File: src/rtl/lsu_pkg.sv
// Shared encodings, address map and FSM state type for the LSU bus master.
package lsu_pkg;

    localparam logic [2:0] LD_NONE = 3'd0;
    localparam logic [2:0] LD_LB   = 3'd1;
    localparam logic [2:0] LD_LBU  = 3'd2;
    localparam logic [2:0] LD_LH   = 3'd3;
    localparam logic [2:0] LD_LHU  = 3'd4;
    localparam logic [2:0] LD_LW   = 3'd5;

    localparam logic [1:0] ST_NONE = 2'd0;
    localparam logic [1:0] ST_SB   = 2'd1;
    localparam logic [1:0] ST_SH   = 2'd2;
    localparam logic [1:0] ST_SW   = 2'd3;

    localparam logic [4:0] EXC_NONE = 5'd0;
    localparam logic [4:0] EXC_ADEL = 5'd4;
    localparam logic [4:0] EXC_ADES = 5'd5;

    localparam logic [31:0] DM_BASE   = 32'h0000_0000;
    localparam logic [31:0] DM_LAST   = 32'h0000_2fff;
    localparam logic [31:0] TMR_BASE  = 32'h0000_7f00;
    localparam logic [31:0] T0_BASE   = 32'h0000_7f00;
    localparam logic [31:0] T0_LAST   = 32'h0000_7f0b;
    localparam logic [31:0] T1_BASE   = 32'h0000_7f10;
    localparam logic [31:0] T1_LAST   = 32'h0000_7f1b;
    localparam logic [31:0] T0_COUNT_OFS = 32'h0000_0008;
    localparam logic [31:0] T1_COUNT_OFS = 32'h0000_0018;

    typedef enum logic [1:0] {
        S_IDLE,
        S_BUS,
        S_RESP
    } lsu_state_e;

    // DM starts at address 0, so only its upper bound needs a compare.
    function automatic logic [4:0] access_exc(logic [2:0] ld, logic [1:0] st, logic [31:0] a);
        logic in_tmr;
        logic in_map;
        logic ld_mis;
        logic st_mis;
        logic cnt_reg;
        in_tmr  = (a >= T0_BASE && a <= T0_LAST) || (a >= T1_BASE && a <= T1_LAST);
        in_map  = (a <= DM_LAST) || in_tmr;
        ld_mis  = (ld == LD_LW && a[1:0] != 2'b00) || ((ld == LD_LH || ld == LD_LHU) && a[0]);
        st_mis  = (st == ST_SW && a[1:0] != 2'b00) || (st == ST_SH && a[0]);
        cnt_reg = (a == TMR_BASE + T0_COUNT_OFS) || (a == TMR_BASE + T1_COUNT_OFS);
        access_exc = EXC_NONE;
        if (ld != LD_NONE) begin
            if (ld_mis || !in_map || (in_tmr && ld != LD_LW))
                access_exc = EXC_ADEL;
        end else if (st != ST_NONE) begin
            if (st_mis || !in_map || (in_tmr && st != ST_SW) || (st == ST_SW && cnt_reg))
                access_exc = EXC_ADES;
        end
    endfunction

endpackage

File: src/rtl/lsu_align.sv
// Byte-lane steering: store byte enables / lane replication and load extraction with extension.
module lsu_align
    import lsu_pkg::*;
(
    input  logic [2:0]  load_op,
    input  logic [1:0]  store_op,
    input  logic [1:0]  addr_lo,
    input  logic [31:0] wdata,
    input  logic [31:0] rdata,
    output logic [3:0]  be,
    output logic [31:0] wdata_rep,
    output logic [31:0] rdata_ext
);

    logic [7:0]  rd_byte;
    logic [15:0] rd_half;

    always_comb begin
        // NOTE: every output gets a default first, so no path through the case statements infers a latch.
        be        = 4'b0000;
        wdata_rep = 32'h0;
        rdata_ext = 32'h0;

        case (addr_lo)
            2'd0:    rd_byte = rdata[7:0];
            2'd1:    rd_byte = rdata[15:8];
            2'd2:    rd_byte = rdata[23:16];
            default: rd_byte = rdata[31:24];
        endcase
        rd_half = addr_lo[1] ? rdata[31:16] : rdata[15:0];

        case (store_op)
            ST_SB: begin
                be        = 4'b0001 << addr_lo;
                wdata_rep = {4{wdata[7:0]}};
            end
            ST_SH: begin
                be        = addr_lo[1] ? 4'b1100 : 4'b0011;
                wdata_rep = {2{wdata[15:0]}};
            end
            ST_SW: begin
                be        = 4'b1111;
                wdata_rep = wdata;
            end
            default: ;
        endcase

        if (load_op != LD_NONE)
            be = 4'b1111;

        case (load_op)
            LD_LB:   rdata_ext = {{24{rd_byte[7]}}, rd_byte};
            LD_LBU:  rdata_ext = {24'h0, rd_byte};
            LD_LH:   rdata_ext = {{16{rd_half[15]}}, rd_half};
            LD_LHU:  rdata_ext = {16'h0, rd_half};
            LD_LW:   rdata_ext = rdata;
            default: rdata_ext = 32'h0;
        endcase
    end

endmodule

File: src/rtl/lsu_bus_master.sv
// MEM-stage load/store initiator: checks the access, runs one bus transaction, returns a response.
// Optional bus wait timeout is compiled in with `define LSU_TIMEOUT_EN.
module lsu_bus_master
    import lsu_pkg::*;
#(
    parameter int TIMEOUT = 255
) (
    input  logic        clk,
    input  logic        reset,
    input  logic        req_valid,
    output logic        req_ready,
    input  logic [2:0]  req_load,
    input  logic [1:0]  req_store,
    input  logic [31:0] req_addr,
    input  logic [31:0] req_wdata,
    input  logic [31:0] req_pc,
    output logic        resp_valid,
    output logic [31:0] resp_rdata,
    output logic [4:0]  resp_exc,
    output logic        bus_req,
    output logic        bus_we,
    output logic [31:0] bus_addr,
    output logic [3:0]  bus_be,
    output logic [31:0] bus_wdata,
    input  logic        bus_ack,
    input  logic [31:0] bus_rdata
);

    lsu_state_e  state;
    logic [2:0]  lat_load;
    logic [1:0]  lat_store;
    logic [1:0]  lat_addr_lo;

    logic [2:0]  al_load;
    logic [1:0]  al_store;
    logic [1:0]  al_addr_lo;
    logic [3:0]  al_be;
    logic [31:0] al_wdata;
    logic [31:0] al_rdata;
    logic [4:0]  req_exc;

    // In IDLE the aligner shapes the incoming store; afterwards it extracts load data for the latched op.
    assign al_load    = (state == S_IDLE) ? req_load       : lat_load;
    assign al_store   = (state == S_IDLE) ? req_store      : lat_store;
    assign al_addr_lo = (state == S_IDLE) ? req_addr[1:0]  : lat_addr_lo;
    assign req_exc    = access_exc(req_load, req_store, req_addr);

    lsu_align u_align (
        .load_op   (al_load),
        .store_op  (al_store),
        .addr_lo   (al_addr_lo),
        .wdata     (req_wdata),
        .rdata     (bus_rdata),
        .be        (al_be),
        .wdata_rep (al_wdata),
        .rdata_ext (al_rdata)
    );

`ifdef LSU_TIMEOUT_EN
    localparam int CNT_W = ($clog2(TIMEOUT + 1) > 8) ? $clog2(TIMEOUT + 1) : 8;
    logic [CNT_W-1:0] wait_cnt;
    logic unused_ok;
    assign unused_ok = ^req_pc;
`else
    logic unused_ok;
    assign unused_ok = ^{req_pc, TIMEOUT[0]};
`endif

    always_ff @(posedge clk) begin
        // NOTE: all state is updated with non-blocking assignments so every register samples pre-edge values.
        if (reset) begin
            state       <= S_IDLE;
            req_ready   <= 1'b1;
            lat_load    <= LD_NONE;
            lat_store   <= ST_NONE;
            lat_addr_lo <= 2'b00;
            bus_req     <= 1'b0;
            bus_we      <= 1'b0;
            bus_addr    <= 32'h0;
            bus_be      <= 4'b0000;
            bus_wdata   <= 32'h0;
            resp_valid  <= 1'b0;
            resp_rdata  <= 32'h0;
            resp_exc    <= EXC_NONE;
`ifdef LSU_TIMEOUT_EN
            wait_cnt    <= '0;
`endif
        end else begin
            case (state)
                S_IDLE: begin
                    if (req_valid && (req_load != LD_NONE || req_store != ST_NONE)) begin
                        lat_load    <= req_load;
                        lat_store   <= req_store;
                        lat_addr_lo <= req_addr[1:0];
                        req_ready   <= 1'b0;
                        if (req_exc != EXC_NONE) begin
                            state      <= S_RESP;
                            resp_valid <= 1'b1;
                            resp_rdata <= 32'h0;
                            resp_exc   <= req_exc;
                        end else begin
                            state     <= S_BUS;
                            bus_req   <= 1'b1;
                            bus_we    <= (req_store != ST_NONE);
                            bus_addr  <= {req_addr[31:2], 2'b00};
                            bus_be    <= al_be;
                            bus_wdata <= al_wdata;
`ifdef LSU_TIMEOUT_EN
                            wait_cnt  <= '0;
`endif
                        end
                    end
                end
                S_BUS: begin
                    if (bus_ack) begin
                        state      <= S_RESP;
                        bus_req    <= 1'b0;
                        resp_valid <= 1'b1;
                        resp_rdata <= al_rdata;
                        resp_exc   <= EXC_NONE;
                    end
`ifdef LSU_TIMEOUT_EN
                    else if (wait_cnt + 1'b1 == CNT_W'(TIMEOUT)) begin
                        state      <= S_RESP;
                        bus_req    <= 1'b0;
                        resp_valid <= 1'b1;
                        resp_rdata <= 32'h0;
                        resp_exc   <= (lat_store != ST_NONE) ? EXC_ADES : EXC_ADEL;
                    end else begin
                        wait_cnt <= wait_cnt + 1'b1;
                    end
`endif
                end
                S_RESP: begin
                    state      <= S_IDLE;
                    resp_valid <= 1'b0;
                    req_ready  <= 1'b1;
                end
                default: state <= S_IDLE;
            endcase
        end
    end

endmodule

File: config.mk
export PLATFORM = sky130hd
export DESIGN_NAME = lsu_bus_master
export DESIGN_NICKNAME = d
export VERILOG_FILES = /design/src/rtl/lsu_pkg.sv /design/src/rtl/lsu_align.sv /design/src/rtl/lsu_bus_master.sv
export SDC_FILE = /design/constraint.sdc
export NUM_CORES = 1
export LEC_CHECK = 0
export ABC_AREA = 0
export BUFFER_PORTS_ARGS = -buffer_cell sky130_fd_sc_hd__buf_2
export CAP_MARGIN = 20
export CORE_UTILIZATION = 35
export CTS_CLUSTER_SIZE = 16
export DETAILED_ROUTE_END_ITERATION = 8
export PLACE_DENSITY = 0.64
export SLEW_MARGIN = 15
export SYNTH_ARGS = -nofsm -noshare
export SYNTH_HDL_FRONTEND = slang
export SYNTH_SLANG_ARGS = --single-unit
File: constraint.sdc
create_clock -name clk -period 2.5 [get_ports clk]
set_input_delay 0.25 -clock clk [delete_from_list [all_inputs] [get_ports clk]]
set_output_delay 0.25 -clock clk [all_outputs]
set_load 0.01 [all_outputs]
Word-level counts from Yosys, hierarchy flattened
Index checks and enable logic that the tools add are counted.
{ "op_classes": {"n_mux": 36, "shifts": 1, "n_bitwise": 1, "n_reduce_logical": 40, "magnitude_cmp": 5, "n_eq_ne": 25} }
{ "ops": {"columns": ["operator", "n"], "rows": [
  ["$pmux 32 s5", 1],
  ["$mux 32", 3],
  ["$pmux 32 s3", 1],
  ["$eq 32x15->1 const B", 2],
  ["$ge 32x15->1 const B", 2],
  ["$le 32x15->1 const B", 2],
  ["$pmux 32 s2", 1],
  ["$le 32x14->1 const B", 1],
  ["$pmux 8 s3", 1],
  ["$mux 5", 4],
  ["$mux 16", 1],
  ["$eq 2x2->1 const B", 6],
  ["$eq 3x3->1 const B", 4],
  ["$logic_or 1x1->1", 12],
  ["$mux 3", 4],
  ["$pmux 4 s3", 1],
  ["$reduce_and 4->1", 3],
  ["$logic_and 1x1->1", 10],
  ["$mux 2", 5],
  ["$pmux 5 s2", 1],
  ["$eq 3x2->1 const B", 3],
  ["$reduce_bool 3->1", 3],
  ["$mux 4", 2],
  ["$reduce_bool 2->1", 4],
  ["16 further kinds", 31]
]} }
{ "totals": {"output_inout_bits": 109, "reg_bits": 116, "in_bits": 137, "wordCells": 121} }

Longest topological paths before layout
{ "logic_depth": {"word_depth": 15, "mapped_depth": 9} }

Hierarchy
From an unflattened synthesis, not the netlist that was laid out.
{ "hier_totals": {"cells_unflattened": 666, "area_unflattened_um2": 6148.4} }
{ "by_module_without_submodules": {"columns": ["mod", "area_each_um2", "n_inst", "seq_area_each_um2", "cells_per_inst"], "rows": [
  ["lsu_bus_master", 4377.9, 1, 2262.2, 447],
  ["lsu_align", 1770.4, 1, 0.0, 219]
]} }

Least setup slack after synthesis
No wires, ideal clock.
{ "synth_timing": {"path_kind": "reg-to-reg", "from": "register state[0]", "to": "register resp_rdata[1]", "path_buffers": 1, "required_ps": 2379, "path_stages_with_launch": 8, "arrival_ps": 2051, "period_less_slack_ps": 2172, "setup_slack_ps": 328, "path_cell_list": "dfxtp_1 > nor2_1 > mux2i_1 > buf_2 > mux4_2 > a22o_1 > a31oi_1 > mux2i_1"} }
{ "synth_via": {"elab_chain_cells": 7, "word_cells_on_any_way": 22, "cone_classes": "eq/ne: 11; mux: 7; reduce/logical: 4"} }
{ "synth_rtl": {"columns": ["element", "line", "text"], "rows": [
  ["from (decl)", "lsu_bus_master.sv:29", "lsu_state_e state;"],
  ["from (signal assigned)", "lsu_bus_master.sv:72", "state <= S_IDLE;"],
  ["from (signal assigned)", "lsu_bus_master.sv:97", "state <= S_RESP;"],
  ["from (signal assigned)", "lsu_bus_master.sv:102", "state <= S_BUS;"],
  ["$logic_not 2->1", "lsu_bus_master.sv:43, lsu_bus_master.sv:45, lsu_bus_master.sv:89", null],
  ["$mux 2", "lsu_bus_master.sv:45", "assign al_addr_lo = (state == S_IDLE) ? req_addr[1:0] : lat_addr_lo;"],
  ["$eq 2x2->1 (tied with other cells)", "lsu_align.sv:24", "case (addr_lo)"],
  ["$pmux 8 s3", "lsu_align.sv:24", null],
  ["$pmux 32 s5", "lsu_align.sv:51", "case (load_op)"],
  ["$mux 32", "lsu_bus_master.sv:115", "if (bus_ack) begin"],
  ["$pmux 32 s2", "lsu_bus_master.sv:89", "case (state)"],
  ["to (signal assigned)", "lsu_bus_master.sv:119", "resp_rdata <= al_rdata;"],
  ["to (decl)", "lsu_bus_master.sv:18", "output logic [31:0] resp_rdata,"]
]} }
Several ways; a longest one is shown, not always the timed one. The select of a mux whose other input is x is not followed.
A chain may end at the register's enable or synchronous reset.

Worst setup path in the final report
{ "layout_timing": {"from": "register state[0]", "to": "register bus_be[3]"} }
{ "layout_via": {"elab_chain_cells": 5, "word_cells_on_any_way": 13, "cone_classes": "eq/ne: 3; shift: 1; mux: 6; reduce/logical: 3"} }
{ "layout_rtl": {"columns": ["element", "line", "text"], "rows": [
  ["$logic_not 2->1 *", null, null],
  ["$mux 2 (on tied branches)", "lsu_bus_master.sv:44, lsu_bus_master.sv:45", null],
  ["$eq 2x2->1 (tied with other cells)", "lsu_align.sv:32", "case (store_op)"],
  ["$pmux 4 s3", "lsu_align.sv:32", null],
  ["$mux 4", "lsu_align.sv:48", "if (load_op != LD_NONE)"],
  ["to (signal assigned)", "lsu_bus_master.sv:106", "bus_be <= al_be;"],
  ["to (decl)", "lsu_bus_master.sv:23", "output logic [3:0] bus_be,"]
]} }
Mark *: on every way between the ends. The rest lies on a longest branch, timed or not.

==> qor.txt <==
Status: finished, final reports clean
Clock buffer depth: 2
Post-synth top flop: dfxtp_1
Setup CP Type: flip-flop to flip-flop
Final hold vios: 0
Slowest-stage cell, CP: mux2i_2
CTS Hold Buffers Added: 0
Combinational family with the most area after synthesis: compound AO/OA/AOI/OAI gates
Placed cells: 1020
Seq/Total Area, Yosys: 40.12%
Share of cells above drive strength 1: 35.08%
Crit path largest cell delay: 0.52 ns
Clock power share: 50.6%
Post-synth ARST share: 0%
Number of global-route vias before repair: 5025
HP Class: input pin to flip-flop
Placer Congestion: 0.7904
Combinational share of power: 12.8%
Post-route ant nets: 0
Final slew viol count: 0
Hold_ws: 0.08245 ns
Layout Cells excl Fill: 1054
Num CTS Buffers: 17
Worst Path Arrival: 2.67 ns
Mux contribution to synthesized area: 11.72%
# port buffers: 208
Gr ovfl total: 0
Tmin final: 2.358 ns
Simple-gate share of the synthesized area: 17.57%
Initial Util: 35.63%
Yosys warnings: 0
Req. time, crit path: 2.81 ns
Vias/cell: 5.259
H-tree levels: 4
Fmax: 424.2 MHz
VDD IR max: 0.5090 mV
# DRC: 0
Routed via count: 5543
Post-synth top area share: 40.12%
Crit-path cells: nor2_1, buf_4, buf_4, mux2i_2, nor2_1, a21oi_1, o2111ai_1, o211a_1
DRT Pass-1 Iters: 5
Actual slew at the worst max-slew pin: 0.7035 ns
Avg Cell Area, Syn: 9.008 sq um
First-pass GRT wire length: 27390 microns
Total track usage: 21.34%
CTS Sinks: 113
Core ar.: 0.01583 sq mm
CTS tree: yes
Pin count of the biggest net entering global routing: 64
Sequential standard cell area: 0.002262 sq mm
#FFs+latches synth: 113
Clock skew: 0.01019 ns
Int Power: 3.780 mW
Total power: 5.026 mW
Synth Area in Adders: 0%
Die area: 0.01662 sq mm
Number of flops mapped to enable cells by yosys: 0
Fin nets: 962
Final Setup Violations: 0
Synth area leaders: dfxtp_1 40%, mux2i_1 7.6%, a21oi_1 6.4%
I/O pin total: 246
CTS root buffer: clkbuf_16
Crit end category: flip-flop
Die Wd: 128.9 microns
Final period util: 94.31%
Post-synth top cells: 113 x dfxtp_1, 72 x a21oi_1, 53 x nand2_1
RSZ-0062 raised after global routing: false
NetSw: 1.246 mW
HPWL after DPL: 12530 microns
Power density cells: 663.0 mW/mm^2
# fillers: 1555
Mapped cell area: 0.005639 sq mm
Synth Area in Compound Gates: 24.14%
Most numerous cell in the Yosys netlist: dfxtp_1
Lkg Pwr: 3.345 nW
Top fanout value on the critical path: 10
Relative slew margins: 53.10%
Syn Inst Count: 626
Synth Area in XOR/XNOR: 0.4659%
Initial drt markers: 384
Worst-Skew Late Latency: 0.42 ns
Die Ht: 128.9 microns
Initial antenna violation count: 0
# rows: 46
# diodes: 0
Area of the multi-input gates: 0.003083 sq mm
Sw Share: 24.80%
Final Util: 47.90%
Routed len/inst: 16.85 microns
Layout area overhead: 34.44%
Reg clk slew, reported paths: 0.05 ns
Setup TNS: 0 ns
Critical Path Source Type: flip-flop
Synth area leader: dfxtp_1
Seq pwr share: 36.7%
Max Cap Viol: 0
Final wirelength: 17760 microns
Distinct cells, synth: 62
layout by cell type (no fill, tap or decap), drive strengths merged, types with 19 or more instances in the layout:
master  netlist  final
clkbuf       30     21
nor2         19     19
dfxtp       113    113
mux2i        45     45
o21ai        45     45
a21oi        73     73
buf          29    235
and2         43     43
nand2        53     53
a211oi       28     28
through the flow:
stage                     worst slack [ns]  cell area [sq um]
after CTS                          0.06256               7550
after detailed placement           0.06400               6938
after global routing              0.002297               7581
after global placement              0.1037               6938
after floorplan                     0.3275               5654
final                               0.1424               7581
layout make-up:
cell class	instances	area share, %
clock buffers	21	5.942
clock inverters	11	2.129
inverters	6	0.2971
multi-input cells	452	40.67
flip-flops and latches	113	29.84
well taps	216	3.565
repair buffers	235	17.56
registers in the layout, summed over array words and instances, names as in the netlist:
signal	flops
bus_wdata	32
bus_we	1
resp_rdata	32
bus_addr	30
bus_be	4
resp_exc	2
resp_valid	1
lat_store	2
req_ready	1
lat_addr_lo	2
bus_req	1
lat_load	3
state	2
timing repair:
item                                    4_1_cts  5_1_grt
gates resized for setup                       0        1
hold endpoints to repair                      0        0
setup buffers                                 0        2
endpoints found under the setup margin        0       17
worst paths after layout:
check,start,endpoint,slack (ns),depth (start not counted)
max,state[0],bus_be[3],0.14,8
min,req_addr[4],bus_addr[4],0.08,3
max reg2reg,state[0],bus_be[3],0.14,8
min reg2reg,bus_addr[31],bus_addr[31],0.45,1
cell families (layout without fill, tap and decap cells):
| kind of cell | after synthesis | in the layout |
|---|---|---|
| xor+xnor | 3 | 3 |
| other cells | 1 | 5 |
| compound gates | 210 | 210 |
| mux | 55 | 55 |
| flops | 113 | 113 |
| buf+inv | 65 | 273 |
| simple gates | 179 | 179 |
power groups by stage:
stage / combinational, mW / clock, mW / sequential (mW)
6_report: 0.641 / 2.54 / 1.84
5_1_grt: 0.693 / 2.68 / 1.85
4_1_cts: 0.637 / 2.59 / 1.84
3_5_place_dp: 0.635 / 0 / 1.88
3_3_place_gp: 0.631 / 0 / 1.88
2_1_floorplan: 0.381 / 0 / 1.88
worst max-delay path, delay by kind of cell, from the launching register on:
family,cells,cell delay (ns)
buf+inv,2,0.36
mux,1,0.52
flops,1,0.38
simple gates,2,0.33
compound gates,3,0.66
metal layers:
| layer | global-route usage [%] | up-vias | wire (microns) | share of wire, % |
|---|---|---|---|---|
| met1 | 27.60 | 2572 | 8033 | 45 |
| met3 | 7.152 | 19 | 1406 | 7.9 |
| met2 | 33.80 | 239 | 8132 | 46 |
| li1 | - | 2713 | - | - |
| met4 | 6.021 | 0 | 182 | 1.0 |
| met5 | 0 | - | 0 | 0 |
Power figures use the tool's default switching activity.
